===== src/rtl/s526_bist_pkg.sv =====
// Shared types and constants for the s526 BIST driver/analyser.
package s526_bist_pkg;

    typedef enum logic [2:0] {
        ST_IDLE,
        ST_INIT,
        ST_RUN,
        ST_DRAIN,
        ST_DONE
    } bist_state_t;

    localparam int unsigned SIG_W  = 16;
    localparam int unsigned PAT_W  = 3;
    localparam int unsigned RESP_W = 6;

    // Fibonacci taps 16,14,13,11 as a bit mask over lfsr[15:0]
    localparam logic [SIG_W-1:0] LFSR_TAPS = 16'hB400;
    localparam logic [SIG_W-1:0] MISR_POLY = 16'h1021;

    // dut_out bit positions of the core's primary outputs
    localparam int unsigned IDX_G147 = 0;
    localparam int unsigned IDX_G148 = 1;
    localparam int unsigned IDX_G198 = 2;
    localparam int unsigned IDX_G199 = 3;
    localparam int unsigned IDX_G213 = 4;
    localparam int unsigned IDX_G214 = 5;

    function automatic logic [SIG_W-1:0] lfsr_step(input logic [SIG_W-1:0] v);
        return {v[SIG_W-2:0], ^(v & LFSR_TAPS)};
    endfunction

endpackage


===== src/rtl/bist_misr.sv =====
// 16-bit multiple-input signature register with seed load and 6-bit parallel input.
module bist_misr
    import s526_bist_pkg::*;
#(
    parameter logic [15:0] SEED = 16'h0000
) (
    input  logic                clk,
    input  logic                rst_n,
    input  logic                load,
    input  logic                en,
    input  logic [RESP_W-1:0]   din,
    output logic [SIG_W-1:0]    sig,
    output logic [SIG_W-1:0]    sig_next_c
);

    assign sig_next_c = {sig[SIG_W-2:0], 1'b0}
                      ^ (sig[SIG_W-1] ? MISR_POLY : SIG_W'(0))
                      ^ SIG_W'(din);

    // Seed load wins over capture
    always_ff @(posedge clk or negedge rst_n) begin
        if (!rst_n) begin
            sig <= SEED;
        end else if (load) begin
            sig <= SEED;
        end else if (en) begin
            sig <= sig_next_c;
        end
    end

endmodule


===== src/rtl/s526_bist_ctrl.sv =====
// BIST controller for the s526 core: LFSR pattern source after a G0 flush,
// MISR response compaction and golden-signature compare.
module s526_bist_ctrl
    import s526_bist_pkg::*;
#(
    parameter int unsigned CNT_W       = 16,
    parameter int unsigned INIT_CYCLES = 4,
    parameter logic [15:0] LFSR_SEED   = 16'hACE1,
    parameter logic [15:0] MISR_SEED   = 16'h0000
) (
    input  logic               CK,
    input  logic               RN,
    input  logic               start,
    input  logic [CNT_W-1:0]   pat_count,
    input  logic [15:0]        golden,
    output logic [2:0]         dut_in,
    input  logic [5:0]         dut_out,
    output logic               busy,
    output logic               done,
    output logic               pass,
    output logic [15:0]        signature
);

    localparam int unsigned INIT_W = (INIT_CYCLES > 1) ? $clog2(INIT_CYCLES) : 1;
    localparam logic [INIT_W-1:0] INIT_LAST = INIT_W'(INIT_CYCLES - 1);

    bist_state_t        state_q, state_d;
    logic [CNT_W-1:0]   cnt_q, cnt_d;
    logic [INIT_W-1:0]  init_q, init_d;
    logic [SIG_W-1:0]   lfsr_q, lfsr_d;
    logic [SIG_W-1:0]   gold_q, gold_d;
    logic               capture_en_q;
    logic               pass_d;
    logic [PAT_W-1:0]   dut_in_d;
    logic               busy_d, done_d;
    logic               misr_load;
    logic [RESP_W-1:0]  misr_din;
    logic [SIG_W-1:0]   misr_sig, misr_step_c, misr_nxt_c;

    assign misr_din = {dut_out[IDX_G214], dut_out[IDX_G213], dut_out[IDX_G199],
                       dut_out[IDX_G198], dut_out[IDX_G148], dut_out[IDX_G147]};

    bist_misr #(
        .SEED (MISR_SEED)
    ) u_misr (
        .clk        (CK),
        .rst_n      (RN),
        .load       (misr_load),
        .en         (capture_en_q),
        .din        (misr_din),
        .sig        (misr_sig),
        .sig_next_c (misr_step_c)
    );

    // Value the MISR will hold after this cycle, used for the final compare
    assign misr_nxt_c = capture_en_q ? misr_step_c : misr_sig;

    always_ff @(posedge CK or negedge RN) begin
        if (!RN) begin
            state_q      <= ST_IDLE;
            cnt_q        <= '0;
            init_q       <= '0;
            lfsr_q       <= LFSR_SEED;
            gold_q       <= '0;
            capture_en_q <= 1'b0;
            dut_in       <= '0;
            busy         <= 1'b0;
            done         <= 1'b0;
            pass         <= 1'b0;
        end else begin
            state_q      <= state_d;
            cnt_q        <= cnt_d;
            init_q       <= init_d;
            lfsr_q       <= lfsr_d;
            gold_q       <= gold_d;
            capture_en_q <= (state_q == ST_RUN);
            dut_in       <= dut_in_d;
            busy         <= busy_d;
            done         <= done_d;
            pass         <= pass_d;
        end
    end

    always_comb begin
        state_d   = state_q;
        cnt_d     = cnt_q;
        init_d    = init_q;
        lfsr_d    = lfsr_q;
        gold_d    = gold_q;
        pass_d    = pass;
        misr_load = 1'b0;

        case (state_q)
            ST_IDLE, ST_DONE: begin
                if (start) begin
                    state_d   = ST_INIT;
                    cnt_d     = pat_count;
                    gold_d    = golden;
                    init_d    = '0;
                    lfsr_d    = LFSR_SEED;
                    pass_d    = 1'b0;
                    misr_load = 1'b1;
                end
            end
            ST_INIT: begin
                init_d = init_q + INIT_W'(1);
                if (init_q == INIT_LAST) begin
                    state_d = (cnt_q == '0) ? ST_DRAIN : ST_RUN;
                end
            end
            ST_RUN: begin
                // cnt_q holds the patterns still to apply, including this one
                lfsr_d = lfsr_step(lfsr_q);
                cnt_d  = cnt_q - CNT_W'(1);
                if (cnt_q == CNT_W'(1)) begin
                    state_d = ST_DRAIN;
                end
            end
            ST_DRAIN: begin
                state_d = ST_DONE;
                pass_d  = (misr_nxt_c == gold_q);
            end
            default: begin
                state_d = ST_IDLE;
            end
        endcase

        // Registered outputs decode the state being entered
        dut_in_d = '0;
        case (state_d)
            ST_INIT: dut_in_d = 3'b001;
            ST_RUN:  dut_in_d = lfsr_d[PAT_W-1:0];
            default: dut_in_d = '0;
        endcase
        busy_d = (state_d == ST_INIT) || (state_d == ST_RUN) || (state_d == ST_DRAIN);
        done_d = (state_d == ST_DONE);
    end

    assign signature = misr_sig;

endmodule


===== config.mk =====
export PLATFORM = sky130hd
export DESIGN_NAME = s526_bist_ctrl
export DESIGN_NICKNAME = d
export VERILOG_FILES = /design/src/rtl/s526_bist_pkg.sv /design/src/rtl/bist_misr.sv /design/src/rtl/s526_bist_ctrl.sv
export SDC_FILE = /design/constraint.sdc
export NUM_CORES = 1
export LEC_CHECK = 0
export ABC_AREA = 1
export BUFFER_PORTS_ARGS = -buffer_cell sky130_fd_sc_hd__buf_4
export CAP_MARGIN = 20
export CORE_UTILIZATION = 59
export CTS_BUF_LIST = sky130_fd_sc_hd__clkbuf_4 sky130_fd_sc_hd__clkbuf_8
export DETAILED_ROUTE_END_ITERATION = 7
export PLACE_DENSITY_LB_ADDON = 0.3
export SLEW_MARGIN = 25
export SYNTH_ARGS = -nofsm -noshare
export SYNTH_HDL_FRONTEND = slang
export SYNTH_SLANG_ARGS = --single-unit

===== constraint.sdc =====
create_clock -name CK -period 1.69 [get_ports CK]
set_input_delay 0.169 -clock CK [delete_from_list [all_inputs] [get_ports CK]]
set_output_delay 0.169 -clock CK [all_outputs]
set_load 0.02 [all_outputs]

==> metrics list <==
* Leading post-synthesis cells by cell area: dfrtp_1 (43%), nand2_1 (16%), inv_1 (7.6%)
- Final number of setup-violating endpoints: 0
- DRT iter0 DRCs: roughly 220
- The first detailed-routing pass took 8 iterations.
- Root Buffer: clkbuf_8
* Final Hold Viols: 0
* Total Routed Length: 9115 microns
- Proportion of synthesized flip-flops having asynchronous set or reset: 100.0%
- DRC violations left: 14
- The initialized floorplan defines 29 standard-cell rows.
* Post-route setup TNS: 0 ns
* Status: finished with violations
- Core Box Area: about 6400 sq um
- Area enclosed by the die boundary: roughly 7100 sq um
* Initial antenna violation count: 0
- In this run the register-to-register setup slack is roughly 0.12 ns.
- The checks that failed: design-rule violations.
* Sink of the worst hold path: gold_q[1]
- Path type of the worst setup path: reg -> reg
- The number of max-slew violations in the final report was 0.
* Worst reg2reg endpoint: cnt_q[14]
* Post-placement cell count: ~670
* Unrepaired setup endpoints after global routing: false
* Layout Area Growth over Synthesis: 20.55%
- After synthesis, flip-flops and latches occupy 48.10% of the total area.
* Commonest cells post-synth: nand2_1 (173), inv_1 (80), dfrtp_1 (68), nand3_1 (48), nor2_1 (42)
- Of all cell types, the one taking the most synthesized area is dfrtp_1.
- The detail route stage leaves a number of antenna-violating nets equal to 0.
* Yosys cell types: 30
- Global routing used between 40% and 50% of the available met2 tracks.
- Cell Area, Synth: 3975 sq um
- Die extent in y: ~84 microns
- The floorplan step set the die width to roughly 84 microns.
- The analysis attributes to cell leakage a power of 2.577 nW.
- The final critical path takes up ~93% of the cycle.
- Routing layer with the top usage in global route: met2
- In this run, synthesis produced a sequential element count of 76.
* Fin worst setup slack: around 0.12 ns
- Clock-pin slew on the worst setup and hold paths: ~0.08 ns
- Antenna fix cells: 0
* Placer Congestion: ~0.9
- Fraction of post-synthesis cell area in the top cell type by area: a little over two fifths
- When the netlist entered floorplanning its net count stood at just under 600.
* Maximum ir drop on the vdd rail: between 1 and 1.5 mV
- Number of buffers on the longest clock path: 2
- Dividing the detail-routed via count by the number of cells gives 5.375.
- The smallest clock period supported by the final layout is computed as 1.570 ns.
- Overall global routing resource usage: approximately 28%
- Data arrival, critical path: between 1.5 and 2 ns
- Cells after Synth: about 530
- Clock buffer count from CTS: 9
- After filler insertion, the fill cell instance count of the layout stands at 470.
* Global Route met3 Usage: under 10%
* Starting utilization of the core area: 61.89%
* Pin count of the biggest net entering global routing: 36
* Startpoint type of the worst setup path: flip-flop
- Worst skew pair latency: approximately 0.34 ns
- The wire-length estimate of the detail-placed layout is 6503 microns.
* Maximum fanout encountered on the critical timing path: 4
* Ratio of cells with drive above 1 in the final layout: 18.18%
* Most frequently used cell type in the post-synthesis netlist: nand2_1
* Boundary Pins: 63
- The via count of the first global-routing pass came to around 3600.
- Across the run, the number of max-cap violations was 0.
- Slew at the pin closest to its max-slew limit: just over 0.4 ns
* Finished Layout Cells: slightly below 700
- At the worst endpoint, the required time is 1.90 ns.
* Post-synth EDFFs: 0
- First-pass GRT wire length: around 16000 microns
- In this run the mean area of a mapped cell was ~7.5 sq um.
- For this block, the via count after detailed routing is between 3000 and 4000.
* Class of the worst hold path: in -> reg
- The worst pin sits at a relative slew slack of 72.78%.
* Primary flip-flop cell chosen by synthesis mapping: dfrtp_1
* Worst slack at placement: about 0.10 ns
* Setup Fix Bufs, Post-CTS: 0
* Fin nets: roughly 650
- Number of cells on the worst reg-to-reg path: 8
* Max Clock Freq: ~640 MHz
* Cell depth of the worst hold path: 3
* IO Port Bufs: 62
- Worst reg2reg startpoint: cnt_q[1]
* Element type at the critical path end: flip-flop
* GRT met1 Usage: a little over a third
- The clock tree synthesis step divided the H-tree into 3 levels.
- The worst hold path begins at golden[1].
- During synthesis, Yosys emitted a total of 0 warnings.
- TritonCTS clock tree: yes
* Final routed wire length divided by cell count: 13.37 microns
- Congestion Overflow GR: 0
- Clock sinks: 76
* Ratio of total power to cell area: between 1500 and 2000 nW/um^2
- Final setup skew: 0.007285 ns
==> timing repair <==
action / 4_1_cts / 5_1_grt
gates resized for setup: 0 / 6
hold endpoints to repair: 27 / 0
hold buffers: 1 / 0
endpoints found under the setup margin: 0 / 6
==> worst max-delay path, cell delays in order, from the launching register on <==
cell,delay (ns)
dfrtp_1,0.39
inv_1,0.13
ha_2,0.24
nand2_1,0.09
nor2_1,0.18
nand2_1,0.09
xor2_1,0.14
nor2_1,0.10
o22ai_1,0.08
==> sequential cells by signal, indices dropped and copies added, names as in the netlist <==
signal and flops:
cnt_q 16, gold_q 16, lfsr_q 16, u_misr.sig 16, dut_in 3, state_q 3
init_q 2, busy 1, capture_en_q 1, done 1, pass 1
==> worst max-delay path by stage <==
stage,slack (ns),end,startpoint
after floorplan,0.27,cnt_q[14],cnt_q[0]
after global placement,0.17,cnt_q[14],cnt_q[0]
after detailed placement,0.10,cnt_q[14],cnt_q[0]
after CTS,0.05,cnt_q[14],cnt_q[0]
after global routing,0.004,cnt_q[14],cnt_q[1]
final,0.12,cnt_q[14],cnt_q[1]
==> layout by cell type (no fill, tap or decap), drive strengths merged, types with 5 or more instances in the layout <==
cell    instances
nand2         176
o211ai          5
xor2            6
nor2           45
dfstp           8
clkbuf         13
nand3          49
dfrtp          68
a21oi          13
inv            83
o22ai          10
buf            71
o21ai          30
==> through the flow <==
| stage | cell area (sq um) | power [mW] | utilization, % | hold slack [ns] |
|---|---|---|---|---|
| after global routing | 4792 | 9.947 | 74.62 | 0.03341 |
| after CTS | 4777 | 9.123 | 74.38 | 0.01799 |
| after floorplan | 3975 | 6.272 | - | -0.1266 |
| final | 4792 | 9.161 | 74.62 | 0.02648 |
| after detailed placement | 4553 | 7.568 | 70.89 | 0.1280 |
| after global placement | 4553 | 7.388 | 70.89 | 0.1250 |
==> per-layer routing <==
layer	up-vias	wire length [microns]
met5	-	0
met4	0	176
met1	1734	3923
met2	114	4540
met3	18	474
li1	1800	-
==> cell type report <==
type	instances	area, sq um	area share [%]
clock buffers	13	153.9	3.211
clock inverters	2	60.06	1.253
inverters	84	319.1	6.658
multi-input cells	358	1683	35.12
flip-flops and latches	76	1912	39.90
well taps	77	96.34	2.010
repair buffers	72	568.0	11.85
==> logic make-up after synthesis <==
logic type | after synthesis | synth area share [%]
flip-flops | 76 | 48.10
buffers and inverters | 98 | 9.884
XOR/XNOR | 10 | 2.203
AO/OA/AOI/OAI | 62 | 8.782
AND/OR/NAND/NOR | 282 | 29.78
adder cells (fa/ha/maj) | 4 | 1.259
==> power by group <==
part	switching [mW]	internal [mW]
Sequential	0.611	2.67
Combinational	2.73	1.63
Clock	0.634	0.892
Total	3.97	5.19
Note: power is estimated with default switching activity, not from simulation.
